## src/rtl/mem_ctrl_pkg.sv

```systemverilog
// Shared types and constants for the memory request controller.
package mem_ctrl_pkg;

  localparam int ADDR_W = 3;
  localparam int DATA_W = 8;

  // One queued memory command as it sits in the command FIFO.
  typedef struct packed {
    logic              rd_wr;
    logic [ADDR_W-1:0] addr;
    logic [DATA_W-1:0] wdata;
  } cmd_t;

  // One captured read response.
  typedef struct packed {
    logic [ADDR_W-1:0] addr;
    logic [DATA_W-1:0] data;
  } rsp_t;

  typedef enum logic [1:0] {
    IDLE    = 2'd0,
    ISSUE   = 2'd1,
    RD_WAIT = 2'd2
  } state_t;

endpackage

```

## src/rtl/sync_fifo.sv

```systemverilog
// Single-clock first-word-fall-through FIFO with occupancy reporting.
module sync_fifo #(
  parameter  int WIDTH = 8,
  parameter  int DEPTH = 4,
  localparam int PTR_W = $clog2(DEPTH),
  localparam int LVL_W = PTR_W + 1
) (
  input  logic             clk,
  input  logic             rst_n,
  input  logic             push_i,
  input  logic [WIDTH-1:0] wdata_i,
  input  logic             pop_i,
  output logic [WIDTH-1:0] rdata_o,
  output logic             full_o,
  output logic             empty_o,
  output logic [LVL_W-1:0] level_o
);

  logic [WIDTH-1:0] mem_q [DEPTH];
  logic [PTR_W-1:0] wr_ptr_q, wr_ptr_d;
  logic [PTR_W-1:0] rd_ptr_q, rd_ptr_d;
  logic [LVL_W-1:0] level_q, level_d;
  logic             do_push, do_pop;

  assign empty_o = (level_q == '0);
  assign full_o  = (level_q == LVL_W'(DEPTH));
  assign level_o = level_q;
  assign rdata_o = mem_q[rd_ptr_q];

  // A push into a full FIFO is legal only when the head leaves in the same cycle.
  assign do_pop  = pop_i && !empty_o;
  assign do_push = push_i && (!full_o || do_pop);

  // Next pointer and occupancy values; pointers wrap naturally at DEPTH.
  always_comb begin
    // NOTE: every signal assigned in a combinational block gets a default first, so no latch is inferred.
    wr_ptr_d = wr_ptr_q;
    rd_ptr_d = rd_ptr_q;
    level_d  = level_q;
    if (do_push) wr_ptr_d = wr_ptr_q + PTR_W'(1);
    if (do_pop)  rd_ptr_d = rd_ptr_q + PTR_W'(1);
    case ({do_push, do_pop})
      2'b10:   level_d = level_q + LVL_W'(1);
      2'b01:   level_d = level_q - LVL_W'(1);
      default: level_d = level_q;
    endcase
  end

  // Pointer and occupancy registers.
  always_ff @(posedge clk or negedge rst_n) begin
    // NOTE: sequential state is updated with non-blocking assignments so every register samples pre-edge values.
    if (!rst_n) begin
      wr_ptr_q <= '0;
      rd_ptr_q <= '0;
      level_q  <= '0;
    end else begin
      wr_ptr_q <= wr_ptr_d;
      rd_ptr_q <= rd_ptr_d;
      level_q  <= level_d;
    end
  end

  // Entry storage.
  always_ff @(posedge clk) begin
    // NOTE: storage is deliberately not reset; pointers and level alone decide which entries are valid.
    if (do_push) mem_q[wr_ptr_q] <= wdata_i;
  end

endmodule

```

## src/rtl/mem_req_ctrl.sv

```systemverilog
// Request front-end: buffers read/write commands, issues them one per cycle
// to the memory bus in order, and queues read data for the response port.
module mem_req_ctrl
  import mem_ctrl_pkg::*;
#(
  parameter  int CMD_DEPTH = 4,
  parameter  int RSP_DEPTH = 2,
  parameter  int RD_LAT    = 1,
  localparam int CMD_LVL_W = $clog2(CMD_DEPTH) + 1,
  localparam int RSP_LVL_W = $clog2(RSP_DEPTH) + 1
) (
  input  logic                 clk,
  input  logic                 rst,
  input  logic                 req_valid,
  output logic                 req_ready,
  input  logic                 req_rd_wr,
  input  logic [ADDR_W-1:0]    req_addr,
  input  logic [DATA_W-1:0]    req_wdata,
  output logic                 rsp_valid,
  input  logic                 rsp_ready,
  output logic [DATA_W-1:0]    rsp_data,
  output logic [ADDR_W-1:0]    rsp_addr,
  output logic                 mem_enable,
  output logic                 mem_rd_wr,
  output logic [ADDR_W-1:0]    mem_addr,
  output logic [DATA_W-1:0]    mem_wr_data,
  input  logic [DATA_W-1:0]    mem_rd_data,
  output logic                 busy,
  output logic [CMD_LVL_W-1:0] cmd_level
);

  localparam int                CNT_W    = (RD_LAT > 1) ? $clog2(RD_LAT) : 1;
  localparam logic [CNT_W-1:0]  CNT_LAST = CNT_W'(RD_LAT - 1);

  // Command FIFO signals
  cmd_t                 cmd_in, cmd_head;
  logic                 cmd_push, cmd_pop;
  logic                 cmd_full, cmd_empty;

  // Response FIFO signals
  rsp_t                 rsp_in, rsp_head;
  logic                 rsp_push, rsp_pop;
  logic                 rsp_full, rsp_empty;
  logic [RSP_LVL_W-1:0] rsp_level;

  // Issue FSM and registered memory bus
  state_t               state_q, state_d;
  logic [CNT_W-1:0]     rd_cnt_q, rd_cnt_d;
  logic                 mem_enable_q, mem_enable_d;
  logic                 mem_rd_wr_q, mem_rd_wr_d;
  logic [ADDR_W-1:0]    mem_addr_q, mem_addr_d;
  logic [DATA_W-1:0]    mem_wr_data_q, mem_wr_data_d;
  logic                 take_next, can_issue, rsp_slot_free;

  // Command port: ready is not pop-aware and is held low while in reset.
  assign req_ready = rst && !cmd_full;
  assign cmd_push  = req_valid && req_ready;
  assign cmd_in    = '{rd_wr: req_rd_wr, addr: req_addr, wdata: req_wdata};

  sync_fifo #(
    .WIDTH ($bits(cmd_t)),
    .DEPTH (CMD_DEPTH)
  ) u_cmd_fifo (
    .clk     (clk),
    .rst_n   (rst),
    .push_i  (cmd_push),
    .wdata_i (cmd_in),
    .pop_i   (cmd_pop),
    .rdata_o (cmd_head),
    .full_o  (cmd_full),
    .empty_o (cmd_empty),
    .level_o (cmd_level)
  );

  // Read data is captured on the last wait cycle, tagged with the held address.
  assign rsp_push = (state_q == RD_WAIT) && (rd_cnt_q == CNT_LAST);
  assign rsp_in   = '{addr: mem_addr_q, data: mem_rd_data};
  assign rsp_pop  = rsp_valid && rsp_ready;

  sync_fifo #(
    .WIDTH ($bits(rsp_t)),
    .DEPTH (RSP_DEPTH)
  ) u_rsp_fifo (
    .clk     (clk),
    .rst_n   (rst),
    .push_i  (rsp_push),
    .wdata_i (rsp_in),
    .pop_i   (rsp_pop),
    .rdata_o (rsp_head),
    .full_o  (rsp_full),
    .empty_o (rsp_empty),
    .level_o (rsp_level)
  );

  assign rsp_valid = !rsp_empty;
  assign rsp_data  = rsp_head.data;
  assign rsp_addr  = rsp_head.addr;

  // A capture landing this cycle already claims a slot, so a read issued in
  // the capture cycle must see room beyond it; this keeps the response FIFO
  // from ever overflowing.
  assign rsp_slot_free = rsp_push ? (rsp_level < RSP_LVL_W'(RSP_DEPTH - 1)) : !rsp_full;
  assign can_issue     = !cmd_empty && (!cmd_head.rd_wr || rsp_slot_free);

  // Next-state and next memory-bus values; bus fields hold when not issuing.
  always_comb begin
    state_d       = state_q;
    rd_cnt_d      = rd_cnt_q;
    mem_enable_d  = 1'b0;
    mem_rd_wr_d   = mem_rd_wr_q;
    mem_addr_d    = mem_addr_q;
    mem_wr_data_d = mem_wr_data_q;
    cmd_pop       = 1'b0;
    take_next     = 1'b0;

    case (state_q)
      IDLE: take_next = 1'b1;
      ISSUE: begin
        if (mem_rd_wr_q) begin
          state_d  = RD_WAIT;
          rd_cnt_d = '0;
        end else begin
          take_next = 1'b1;
        end
      end
      RD_WAIT: begin
        if (rsp_push) take_next = 1'b1;
        else          rd_cnt_d  = rd_cnt_q + CNT_W'(1);
      end
      default: state_d = IDLE;
    endcase

    // Strict order: a stalled read at the head also holds back everything behind it.
    if (take_next) begin
      if (can_issue) begin
        cmd_pop       = 1'b1;
        state_d       = ISSUE;
        mem_enable_d  = 1'b1;
        mem_rd_wr_d   = cmd_head.rd_wr;
        mem_addr_d    = cmd_head.addr;
        mem_wr_data_d = cmd_head.wdata;
      end else begin
        state_d = IDLE;
      end
    end
  end

  // FSM state, wait counter and registered memory bus.
  always_ff @(posedge clk or negedge rst) begin
    if (!rst) begin
      state_q       <= IDLE;
      rd_cnt_q      <= '0;
      mem_enable_q  <= 1'b0;
      mem_rd_wr_q   <= 1'b0;
      mem_addr_q    <= '0;
      mem_wr_data_q <= '0;
    end else begin
      state_q       <= state_d;
      rd_cnt_q      <= rd_cnt_d;
      mem_enable_q  <= mem_enable_d;
      mem_rd_wr_q   <= mem_rd_wr_d;
      mem_addr_q    <= mem_addr_d;
      mem_wr_data_q <= mem_wr_data_d;
    end
  end

  assign mem_enable  = mem_enable_q;
  assign mem_rd_wr   = mem_rd_wr_q;
  assign mem_addr    = mem_addr_q;
  assign mem_wr_data = mem_wr_data_q;

  assign busy = !cmd_empty || (state_q != IDLE) || !rsp_empty;

endmodule

```

## config.mk

```make
export PLATFORM = sky130hd
export DESIGN_NAME = mem_req_ctrl
export DESIGN_NICKNAME = d
export VERILOG_FILES = /design/src/rtl/mem_ctrl_pkg.sv /design/src/rtl/sync_fifo.sv /design/src/rtl/mem_req_ctrl.sv
export SDC_FILE = /design/constraint.sdc
export NUM_CORES = 1
export LEC_CHECK = 0
export CAP_MARGIN = 20
export CORE_MARGIN = 2
export CORE_UTILIZATION = 50
export CTS_BUF_LIST = sky130_fd_sc_hd__clkbuf_16
export DETAILED_ROUTE_END_ITERATION = 16
export PLACE_DENSITY = 0.72
export SYNTH_ARGS = -nofsm -noshare
export SYNTH_HDL_FRONTEND = slang
export SYNTH_SLANG_ARGS = --single-unit
```

## constraint.sdc

```tcl
create_clock -name clk -period 3.1 [get_ports clk]
set_input_delay 0.31 -clock clk [delete_from_list [all_inputs] [get_ports clk]]
set_output_delay 0.31 -clock clk [all_outputs]
set_load 0.01 [all_outputs]
```

==> metrics <==
status=finished, final reports clean; most common cell after layout, fill and taps aside=edfxtp_1; CTS root buf=clkbuf_16; clk_skew=0.009927 ns; final hold slack=0.3855 ns; internal power=3.261 mW; critical path, cell by cell=nor2_1 > a21boi_0 > clkdlybuf4s50_1; vias in the first global route=about 2000; Routed WL=approximately 6300 um; Fill cells=between 500 and 600; pre-CTS setup slack=0.5595 ns; Slew Limit Fails=0; fin crit period=2.278 ns; post-route ant nets=0; layout cells sized above 1=0.1941; final non-filler cell area=approximately 4800 um2; Post-DP Area=4521 um2; Multi-input gate area=991.0 um2; Initial DRC Count=54; placed insts=around 360; area delta synth->final=23.71%; setup TNS=0 ns; slew of the pin with the lowest slew margin=0.6585 ns; Syn Nets=237; vias=1918; # IOs=54; most frequent cells in the layout=edfxtp_1, clkdlybuf4s50_1, dfrtp_1, inv_1, mux2_2; Die Ht=91.96 um; final worst path period share=0.7350; Logic pwr share=0.373; Setup CP Type=flip-flop to output port; CP Capture Type=output port; P_sw=1.409 mW; Die ar.=8457 um2; net switching fraction of the power=0.3018; cts bufs inserted=9; Buf/Inv on CP=1; Power Density=975.7 nW/um2; Final GP Congestion=0.7098; non-filler cells, final=375; worst-path maximum fanout=6; Gate Count Post-Synth=around 200; estimated wirelength of the detail-placed design=3960 um; WP data required=2.79 ns; TritonCTS clock tree=yes; syn avg cell area=18.96 um2; I/O Buffers=53; die width=around 92 um; total gr overflow=0; maximum clock insertion buffer count=2; cell leakage power=1.799 nW; worst-skew pair later-pin latency=0.33 ns; largest net degree at the start of global routing=28; Min-Delay Path Class=input port to async pin; Cell Area, Synth=3869 um2; CP Launch Type=flip-flop; diode count=0; vias per inst=5.115; core box area=about 7600 um2; slack of the critical path=0.8215 ns; post-CTS resize count=0; Max transition margin=0.5610; Crit path arrival time=1.97 ns; Final Hold Viols=0; end-of-flow core utilization=0.6291; max cap viols=0; FP Rows=32; first-pass GRT wire length=10420 um; Post-CTS Setup Inserts=0; clk slew on worst S/H paths=roughly 0.070 ns; DR pass1 iterations=4; CP max stage cell=clkdlybuf4s50_1; NumNets Final=301; Yosys reg bits=97; Max Freq=438.9 MHz; Initial Util=0.5086; VDD IR max=between 0.0004 and 0.0005 V; total chip power=between 4 and 5 mW; post-synthesis sequential area ratio=0.7180; RSZ-0062 raised after global routing=no; total track usage=0.1664; Critical Path Max Stage Delay=0.65 ns; setup violators final=0; synth warn=0; drt wl/cell=16.72 um; Residual DRC=0; Sequential cell area=roughly 2800 um2; antenna violations before repair=0; Hold Buf Count CTS=0; Clock Power Share=0.213; clock sink count=97; Flop pwr share=0.413; cell family with most CP delay=buffers and inverters; H-tree levels=3; Yosys cell types=33
## power by group through the flow
stage / Sequential, mW / Combinational [mW] / Clock [mW]
finish: 1.93 / 1.74 / 0.996
global route: 1.97 / 1.92 / 1.08
CTS: 1.93 / 1.78 / 1.01
detailed placement: 1.96 / 1.76 / 0
global placement: 1.95 / 1.71 / 0
floorplan: 1.93 / 1.18 / 0
## metal layers
metal / global-route usage / vias up / wire length, um
met1: 0.2245 / 954 / 2767
met2: 0.2647 / 49 / 3129
met5: 0 / - / 0
met3: 0.04026 / 9 / 287
met4: 0.06468 / 0 / 87
li1: - / 906 / -
## cell families (layout without fill, tap and decap cells)
kind of cell / count (synthesis) / count (layout) / synth area share
xor+xnor: 9 / 9 / 0.02038
mux: 40 / 40 / 0.1575
flops: 97 / 97 / 0.7180
buf+inv: 20 / 89 / 0.02587
fa+ha+maj: 9 / 9 / 0.03105
simple gates: 19 / 19 / 0.02749
compound gates: 10 / 10 / 0.01973
## flip-flops by register name, summed over array words and instances, names as in the netlist, 2 cells and up
name                 count
u_cmd_fifo.mem_q        48
u_rsp_fifo.mem_q        22
mem_wr_data              8
mem_addr                 3
u_cmd_fifo.level_o       3
state_q                  2
u_cmd_fifo.rd_ptr_q      2
u_cmd_fifo.wr_ptr_q      2
u_rsp_fifo.level_o       2
## cell type report
type,count,area share
inverters,15,0.01176
clock buffers,9,0.04706
clock inverters,7,0.008366
well taps,102,0.02667
multi-input cells,87,0.2071
flip-flops and latches,97,0.5804
repair buffers,58,0.1187
## final timing paths
| check | start | endpoint | slack (ns) | cells past startpoint |
|---|---|---|---|---|
| setup / recovery | u_cmd_fifo.level_o[0] | req_ready | 0.82 | 3 |
| hold / removal | rst | mem_wr_data[4] | 0.39 | 2 |
| setup reg to reg | u_cmd_fifo.level_o[0] | u_cmd_fifo.level_o[2] | 0.88 | 10 |
| hold reg to reg | mem_addr[1] | u_rsp_fifo.mem_q[0][9] | 0.49 | 0 |
| max in group asynchronous | rst | u_cmd_fifo.wr_ptr_q[1] | 2.44 | 2 |
| min in group clk | mem_addr[1] | u_rsp_fifo.mem_q[0][9] | 0.49 | 0 |
## Yosys cell counts
master | count | share of area
a21boi_0 | 1 | 0.0019
inv_1 | 15 | 0.015
a21oi_1 | 2 | 0.0026
nor3b_2 | 1 | 0.0032
mux2i_1 | 4 | 0.010
and3_1 | 5 | 0.0081
mux2i_2 | 1 | 0.0036
buf_6 | 1 | 0.0029
edfxtp_1 | 70 | 0.54
xnor2_1 | 7 | 0.016
clkbuf_1 | 1 | 0.00097
mux2_2 | 17 | 0.049
mux2_4 | 7 | 0.027
o211a_1 | 1 | 0.0026
o21ai_0 | 3 | 0.0039
nand4b_1 | 1 | 0.0023
buf_12 | 1 | 0.0052
o211ai_1 | 1 | 0.0019
buf_1 | 1 | 0.00097
and2_1 | 1 | 0.0016
nand3b_1 | 1 | 0.0019
nand2b_1 | 1 | 0.0016
nand2_1 | 4 | 0.0039
mux4_1 | 3 | 0.020
buf_2 | 1 | 0.0013
o21ai_4 | 1 | 0.0042
xor2_1 | 2 | 0.0045
ha_1 | 8 | 0.026
o311a_1 | 1 | 0.0026
mux4_2 | 8 | 0.047
dfrtp_1 | 27 | 0.17
nor2_1 | 5 | 0.0049
fa_1 | 1 | 0.0052
Power figures use the tool's default switching activity.
